## src/rtl/mem_port_arbiter_r0.sv

```systemverilog
// mem_port_arbiter_r0: shares one single-port memory between fetch and data
// accesses. One transaction at a time: grant, strobe the port, wait a fixed
// latency, return read data with a one-cycle valid pulse. Data accesses win
// ties unless fetch has been passed over STARVE_LIMIT times in a row.
module mem_port_arbiter_r0 #(
   parameter int unsigned BIT_WIDTH    = 32,
   parameter int unsigned ADDR_WIDTH   = 8,
   parameter int unsigned MEM_LATENCY  = 1,
   parameter int unsigned STARVE_LIMIT = 3
) (
   input  logic                  i_clk,
   input  logic                  i_rst,
   input  logic                  i_if_req,
   input  logic [ADDR_WIDTH-1:0] i_if_addr,
   output logic [BIT_WIDTH-1:0]  o_if_rdata,
   output logic                  o_if_valid,
   input  logic                  i_dm_req,
   input  logic                  i_dm_we,
   input  logic [ADDR_WIDTH-1:0] i_dm_addr,
   input  logic [BIT_WIDTH-1:0]  i_dm_wdata,
   output logic [BIT_WIDTH-1:0]  o_dm_rdata,
   output logic                  o_dm_valid,
   output logic                  o_mem_en,
   output logic                  o_mem_we,
   output logic [ADDR_WIDTH-1:0] o_mem_addr,
   output logic [BIT_WIDTH-1:0]  o_mem_wdata,
   input  logic [BIT_WIDTH-1:0]  i_mem_rdata,
   output logic                  o_stall_if,
   output logic                  o_stall_mem,
   output logic                  o_busy
);

   localparam int unsigned CNT_W = 3;
   localparam logic [CNT_W-1:0] LAT_INIT   = CNT_W'(MEM_LATENCY);
   localparam logic [CNT_W-1:0] STARVE_MAX = CNT_W'(STARVE_LIMIT);

   localparam logic [1:0] S_IDLE   = 2'd0;
   localparam logic [1:0] S_ACCESS = 2'd1;
   localparam logic [1:0] S_DONE   = 2'd2;

   logic [1:0]            r_state;
   logic [1:0]            w_state_nxt;
   logic [CNT_W-1:0]      r_lat_cnt;
   logic [CNT_W-1:0]      r_starve_cnt;
   logic                  r_owner_dm;
   logic                  r_is_store;
   logic                  r_mem_en;
   logic                  r_mem_we;
   logic [ADDR_WIDTH-1:0] r_mem_addr;
   logic [BIT_WIDTH-1:0]  r_mem_wdata;
   logic [BIT_WIDTH-1:0]  r_if_rdata;
   logic [BIT_WIDTH-1:0]  r_dm_rdata;
   logic                  r_if_valid;
   logic                  r_dm_valid;

   logic                  w_any_req;
   logic                  w_grant_if;
   logic                  w_grant;
   logic                  w_lat_last;

   // Arbitration: fetch wins only when alone or when it has hit the starvation limit
   always_comb begin
      w_any_req  = i_if_req | i_dm_req;
      w_grant_if = i_if_req & (~i_dm_req | (r_starve_cnt == STARVE_MAX));
      w_grant    = (r_state == S_IDLE) & w_any_req;
      w_lat_last = (r_lat_cnt == CNT_W'(1));
   end

   // Next-state logic for the IDLE -> ACCESS -> DONE sequence
   always_comb begin
      w_state_nxt = r_state;
      case (r_state)
         S_IDLE:   if (w_any_req)  w_state_nxt = S_ACCESS;
         S_ACCESS: if (w_lat_last) w_state_nxt = S_DONE;
         S_DONE:   w_state_nxt = S_IDLE;
         default:  w_state_nxt = S_IDLE;
      endcase
   end

   // State register
   always_ff @(posedge i_clk or negedge i_rst) begin
      if (!i_rst) r_state <= S_IDLE;
      else        r_state <= w_state_nxt;
   end

   // Grant capture: latch the winner onto the memory port and start the latency count
   always_ff @(posedge i_clk or negedge i_rst) begin
      if (!i_rst) begin
         r_mem_en     <= 1'b0;
         r_mem_we     <= 1'b0;
         r_mem_addr   <= '0;
         r_mem_wdata  <= '0;
         r_owner_dm   <= 1'b0;
         r_is_store   <= 1'b0;
         r_lat_cnt    <= '0;
         r_starve_cnt <= '0;
      end else begin
         r_mem_en <= 1'b0;
         r_mem_we <= 1'b0;
         if (w_grant) begin
            r_mem_en   <= 1'b1;
            r_owner_dm <= ~w_grant_if;
            r_lat_cnt  <= LAT_INIT;
            if (w_grant_if) begin
               r_mem_addr   <= i_if_addr;
               r_mem_wdata  <= '0;
               r_is_store   <= 1'b0;
               r_starve_cnt <= '0;
            end else begin
               r_mem_addr  <= i_dm_addr;
               r_mem_wdata <= i_dm_wdata;
               r_mem_we    <= i_dm_we;
               r_is_store  <= i_dm_we;
               if (!i_if_req)
                  r_starve_cnt <= '0;
               else if (r_starve_cnt != STARVE_MAX)
                  r_starve_cnt <= r_starve_cnt + CNT_W'(1);
            end
         end else if (r_state == S_ACCESS) begin
            r_lat_cnt <= r_lat_cnt - CNT_W'(1);
         end
      end
   end

   // Completion: capture read data on the last ACCESS edge and pulse the owner's valid
   always_ff @(posedge i_clk or negedge i_rst) begin
      if (!i_rst) begin
         r_if_rdata <= '0;
         r_dm_rdata <= '0;
         r_if_valid <= 1'b0;
         r_dm_valid <= 1'b0;
      end else begin
         r_if_valid <= 1'b0;
         r_dm_valid <= 1'b0;
         if ((r_state == S_ACCESS) && w_lat_last) begin
            if (r_owner_dm) begin
               r_dm_valid <= 1'b1;
               if (!r_is_store) r_dm_rdata <= i_mem_rdata;
            end else begin
               r_if_valid <= 1'b1;
               r_if_rdata <= i_mem_rdata;
            end
         end
      end
   end

   assign o_mem_en    = r_mem_en;
   assign o_mem_we    = r_mem_we;
   assign o_mem_addr  = r_mem_addr;
   assign o_mem_wdata = r_mem_wdata;
   assign o_if_rdata  = r_if_rdata;
   assign o_dm_rdata  = r_dm_rdata;
   assign o_if_valid  = r_if_valid;
   assign o_dm_valid  = r_dm_valid;
   assign o_busy      = (r_state != S_IDLE);
   assign o_stall_if  = i_if_req & ~r_if_valid;
   assign o_stall_mem = i_dm_req & ~r_dm_valid;

endmodule

```

## config.mk

```make
export PLATFORM = sky130hd
export DESIGN_NAME = mem_port_arbiter_r0
export DESIGN_NICKNAME = d
export VERILOG_FILES = /design/src/rtl/mem_port_arbiter_r0.sv
export SDC_FILE = /design/constraint.sdc
export NUM_CORES = 1
export LEC_CHECK = 0
export BUFFER_PORTS_ARGS = -buffer_cell sky130_fd_sc_hd__buf_2
export CAP_MARGIN = 25
export CELL_PAD_IN_SITES_DETAIL_PLACEMENT = 2
export CELL_PAD_IN_SITES_GLOBAL_PLACEMENT = 2
export CORE_UTILIZATION = 32
export CTS_BUF_LIST = sky130_fd_sc_hd__clkbuf_8
export CTS_CLUSTER_SIZE = 10
export DETAILED_ROUTE_END_ITERATION = 8
export PLACE_DENSITY = 0.79
export SETUP_SLACK_MARGIN = 0.3
export SLEW_MARGIN = 5
export SYNTH_ARGS = -nofsm -noshare
export SYNTH_HDL_FRONTEND = slang
export SYNTH_SLANG_ARGS = --single-unit
```

## constraint.sdc

```tcl
create_clock -name i_clk -period 2 [get_ports i_clk]
set_input_delay 0.3 -clock i_clk [delete_from_list [all_inputs] [get_ports i_clk]]
set_output_delay 0.3 -clock i_clk [all_outputs]
set_load 0.005 [all_outputs]
```

==> flow_metrics.tcl <==
set metrics [dict create \
    combPwrFrac_pct 40.3 \
    p_leak_uw 0.003350 \
    ant_nets 0 \
    layout-drive-gt1-share_pct 59.38 \
    vias 3537 \
    hold_depth 2 \
    r2r_cells 8 \
    cp.required_ns 2.34 \
    drc 0 \
    syn_avg_cell_area_um2 15.28 \
    die_area_mm2 0.01520 \
    portBuffers 195 \
    internal_power_uw 7632 \
    fin_tns_setup_ns 0 \
    fin_ws_ns 0.1350 \
    max-slew-margin-rel_pct 75.23 \
    io_pins 196 \
    coreArea_mm2 0.01410 \
    root_buffer "clkbuf_8" \
    post-route-period-util_pct 93.25 \
    synth_top_family_by_area "multiplexers" \
    row_count 43 \
    hold_viol_final 0 \
    synth-seq-area-share_pct 62.73 \
    p_per_area_mw_per_mm2 1700 \
    synth_ff_type "dfrtp_1" \
    pwr-share-clk_pct 22.3 \
    hold_end "o_mem_wdata[2]" \
    crit_path_start_kind "flip-flop" \
    htreeDepth 4 \
    vias_per_cell 4.885 \
    die_h_um 123.3 \
    irDropWorstVdd_mv 0.6043 \
    end_kind "flip-flop" \
    post-place-ws_ns 0.1369 \
    ys_warn_count 0 \
    synth_cell_types 38 \
    gp_congestion 0.7664 \
    finalNetCount 620 \
    clkLatencyLatePin_ns 0.45 \
    synth-simple-area-share_pct 4.094 \
    grt_overflow 0 \
    tightest_slew_ns 0.3716 \
    r2r_slack_ns 0.14 \
    grt_max_degree 53 \
    synth-seq-cells 118 \
    die_w_um 123.3 \
    synth_compound_gate_area_share_pct 9.835 \
    wl_per_cell_um 21.53 \
    clkTransAtPathRegs_ns 0.07 \
    crit_arrival_ns 2.20 \
    wl_um 15590 \
    seqPwrFrac_pct 37.5 \
    grt.total_usage_pct 20.26 \
    clk_path_buf_depth 2 \
    grt_antenna_before_repair 0 \
    fmax_mhz 536.2 \
    syn_to_final_growth_pct 40.80 \
    worstHoldStart "i_dm_wdata[2]" \
    slew_viol_final 0 \
    drt-pass1-iter-count 5 \
    skew_ns 0.007726 \
    fin_crit_ns 1.865 \
    synthXorXnorAreaFrac_pct 0.3721 \
    path_max_fanout 8 \
    synthesis.area_mm2 0.004707 \
    hold_class "input port to flip-flop" \
    hpwl_um 9897 \
    synth_edf_count 0 \
    muxShareOfSynthArea_pct 17.62 \
    reg2reg_to "o_if_rdata[11]" \
    cap_violations 0 \
    timing.rr.start "r_lat_cnt[1]" \
    ys_async_sr_fraction_pct 100.0 \
    swShare_pct 32.25 \
    postSynthCellCount 308 \
    synthAdderAreaFrac_pct 1.063 \
    layout_common_cells "194 x buf_2, 117 x dfrtp_1, 33 x a22o_1" \
    cts_tree "done" \
    synth_area_leaders "dfrtp_1 63%, mux2_4 9.3%, mux2_2 7.2%" \
    synth_area_leader_cell "dfrtp_1" \
    dr.first_iter.drc_count 104 \
    start_util_pct 33.39 \
    rsz0062_at_grt "yes" \
    cts_buffers 17 \
    crit_type "flip-flop to flip-flop" \
    final_common_cell "buf_2" \
    antenna_cells 0 \
    finalSetupViolCount 0 \
    first_global_vias 3984 \
    p_sw_uw 3634 \
    clock_sinks 118 \
    status "finished, final reports clean" \
    grt_pass1_wl_um 22440 \
    synth_top_area_share_pct 62.73 \
    synthesis.nets 397 \
]
critical path, stage by stage (launching register included):
cell and delay, ns:
dfrtp_1 0.40, inv_2 0.09, ha_4 0.14, and4bb_4 0.24
nor2b_4 0.20, buf_6 0.15, buf_12 0.10, buf_16 0.14
mux2_4 0.31
how the worst max path moves through the flow:
stage	start	end	slack, ns	cells past startpoint
detailed placement	r_lat_cnt[1]	o_if_rdata[22]	0.14	6
finish	r_lat_cnt[1]	o_if_rdata[11]	0.14	8
global route	r_lat_cnt[1]	o_if_rdata[11]	0.08	8
CTS	r_lat_cnt[1]	o_if_rdata[27]	0.17	8
floorplan	r_lat_cnt[1]	o_if_rdata[0]	0.35	7
global placement	r_lat_cnt[1]	o_if_rdata[23]	0.22	6
flip-flops by register name, indices dropped and copies added (netlist names):
| register | count |
|---|---|
| r_state | 2 |
| o_mem_addr | 8 |
| r_is_store | 1 |
| o_dm_valid | 1 |
| o_if_rdata | 32 |
| r_lat_cnt | 3 |
| o_if_valid | 1 |
| r_owner_dm | 1 |
| o_mem_wdata | 32 |
| o_mem_we | 1 |
| o_mem_en | 1 |
| r_starve_cnt | 3 |
| o_dm_rdata | 32 |
synth_stat cells, types with 2 or more instances:
cell type,instances
dfrtp_1,118
a22o_1,33
mux2_2,30
mux2_4,29
o21ai_0,10
a21oi_1,8
a31oi_1,8
buf_2,8
nand3_1,8
inv_1,7
mux2_1,5
buf_6,4
ha_1,4
buf_12,3
nand2_1,3
nor2_1,3
a32o_1,2
buf_4,2
clkbuf_1,2
nand2b_1,2
nor2b_1,2
per-layer routing:
layer,routed length [um],global-route usage (%)
met5,0,0
met4,264,7.530
met3,860,5.627
met2,8494,36.31
met1,5971,22.78
power groups by stage:
stage / sequential (uW) / clock [uW] / combinational (uW)
4_1_cts: 4210 / 2560 / 4340
3_3_place_gp: 4120 / 0 / 3800
2_1_floorplan: 4200 / 0 / 2190
5_1_grt: 4340 / 2660 / 4890
3_5_place_dp: 4200 / 0 / 4030
6_report: 4220 / 2510 / 4530
logic make-up (layout without fill, tap and decap cells):
logic type	Yosys count	after routing
AOI/OAI and AO/OA	63	63
xor gates and xnor gates	2	2
adders and majority gates	4	4
buffers and inverters	28	264
DFF	118	118
muxes	64	64
and+or+nand+nor	29	29
final cells by class:
type	instances	area [um2]
fillers	1456	7468
well taps	180	225.2
repair buffers	224	1393
flip-flops and latches	118	2954
clock buffers	22	302.8
inverters	8	30.03
multi-input cells	162	1573
clock inverters	10	150.1
per-stage QoR:
step / cells / instance area, um2 / power [uW] / hold slack, ns / util [%]
4_1_cts: 714 / 6496 / 11110 / 0.04066 / 46.09
2_1_floorplan: 308 / 4707 / 6396 / 0.004409 / -
6_report: 724 / 6628 / 11270 / 0.06361 / 47.02
3_5_place_dp: 673 / 5877 / 8223 / 0.2020 / 41.69
3_3_place_gp: 673 / 5877 / 7922 / 0.1958 / 41.69
5_1_grt: 724 / 6628 / 11890 / 0.04094 / 47.02
repair_timing:
action,in CTS,in global routing
hold endpoints to repair,17,0
gates cloned,3,3
hold buffers,1,0
pin swaps,0,1
setup endpoints to repair,33,86
gates resized for setup,7,7
buffers inserted,5,7
No activity file was read; power rests on OpenSTA's default activity.
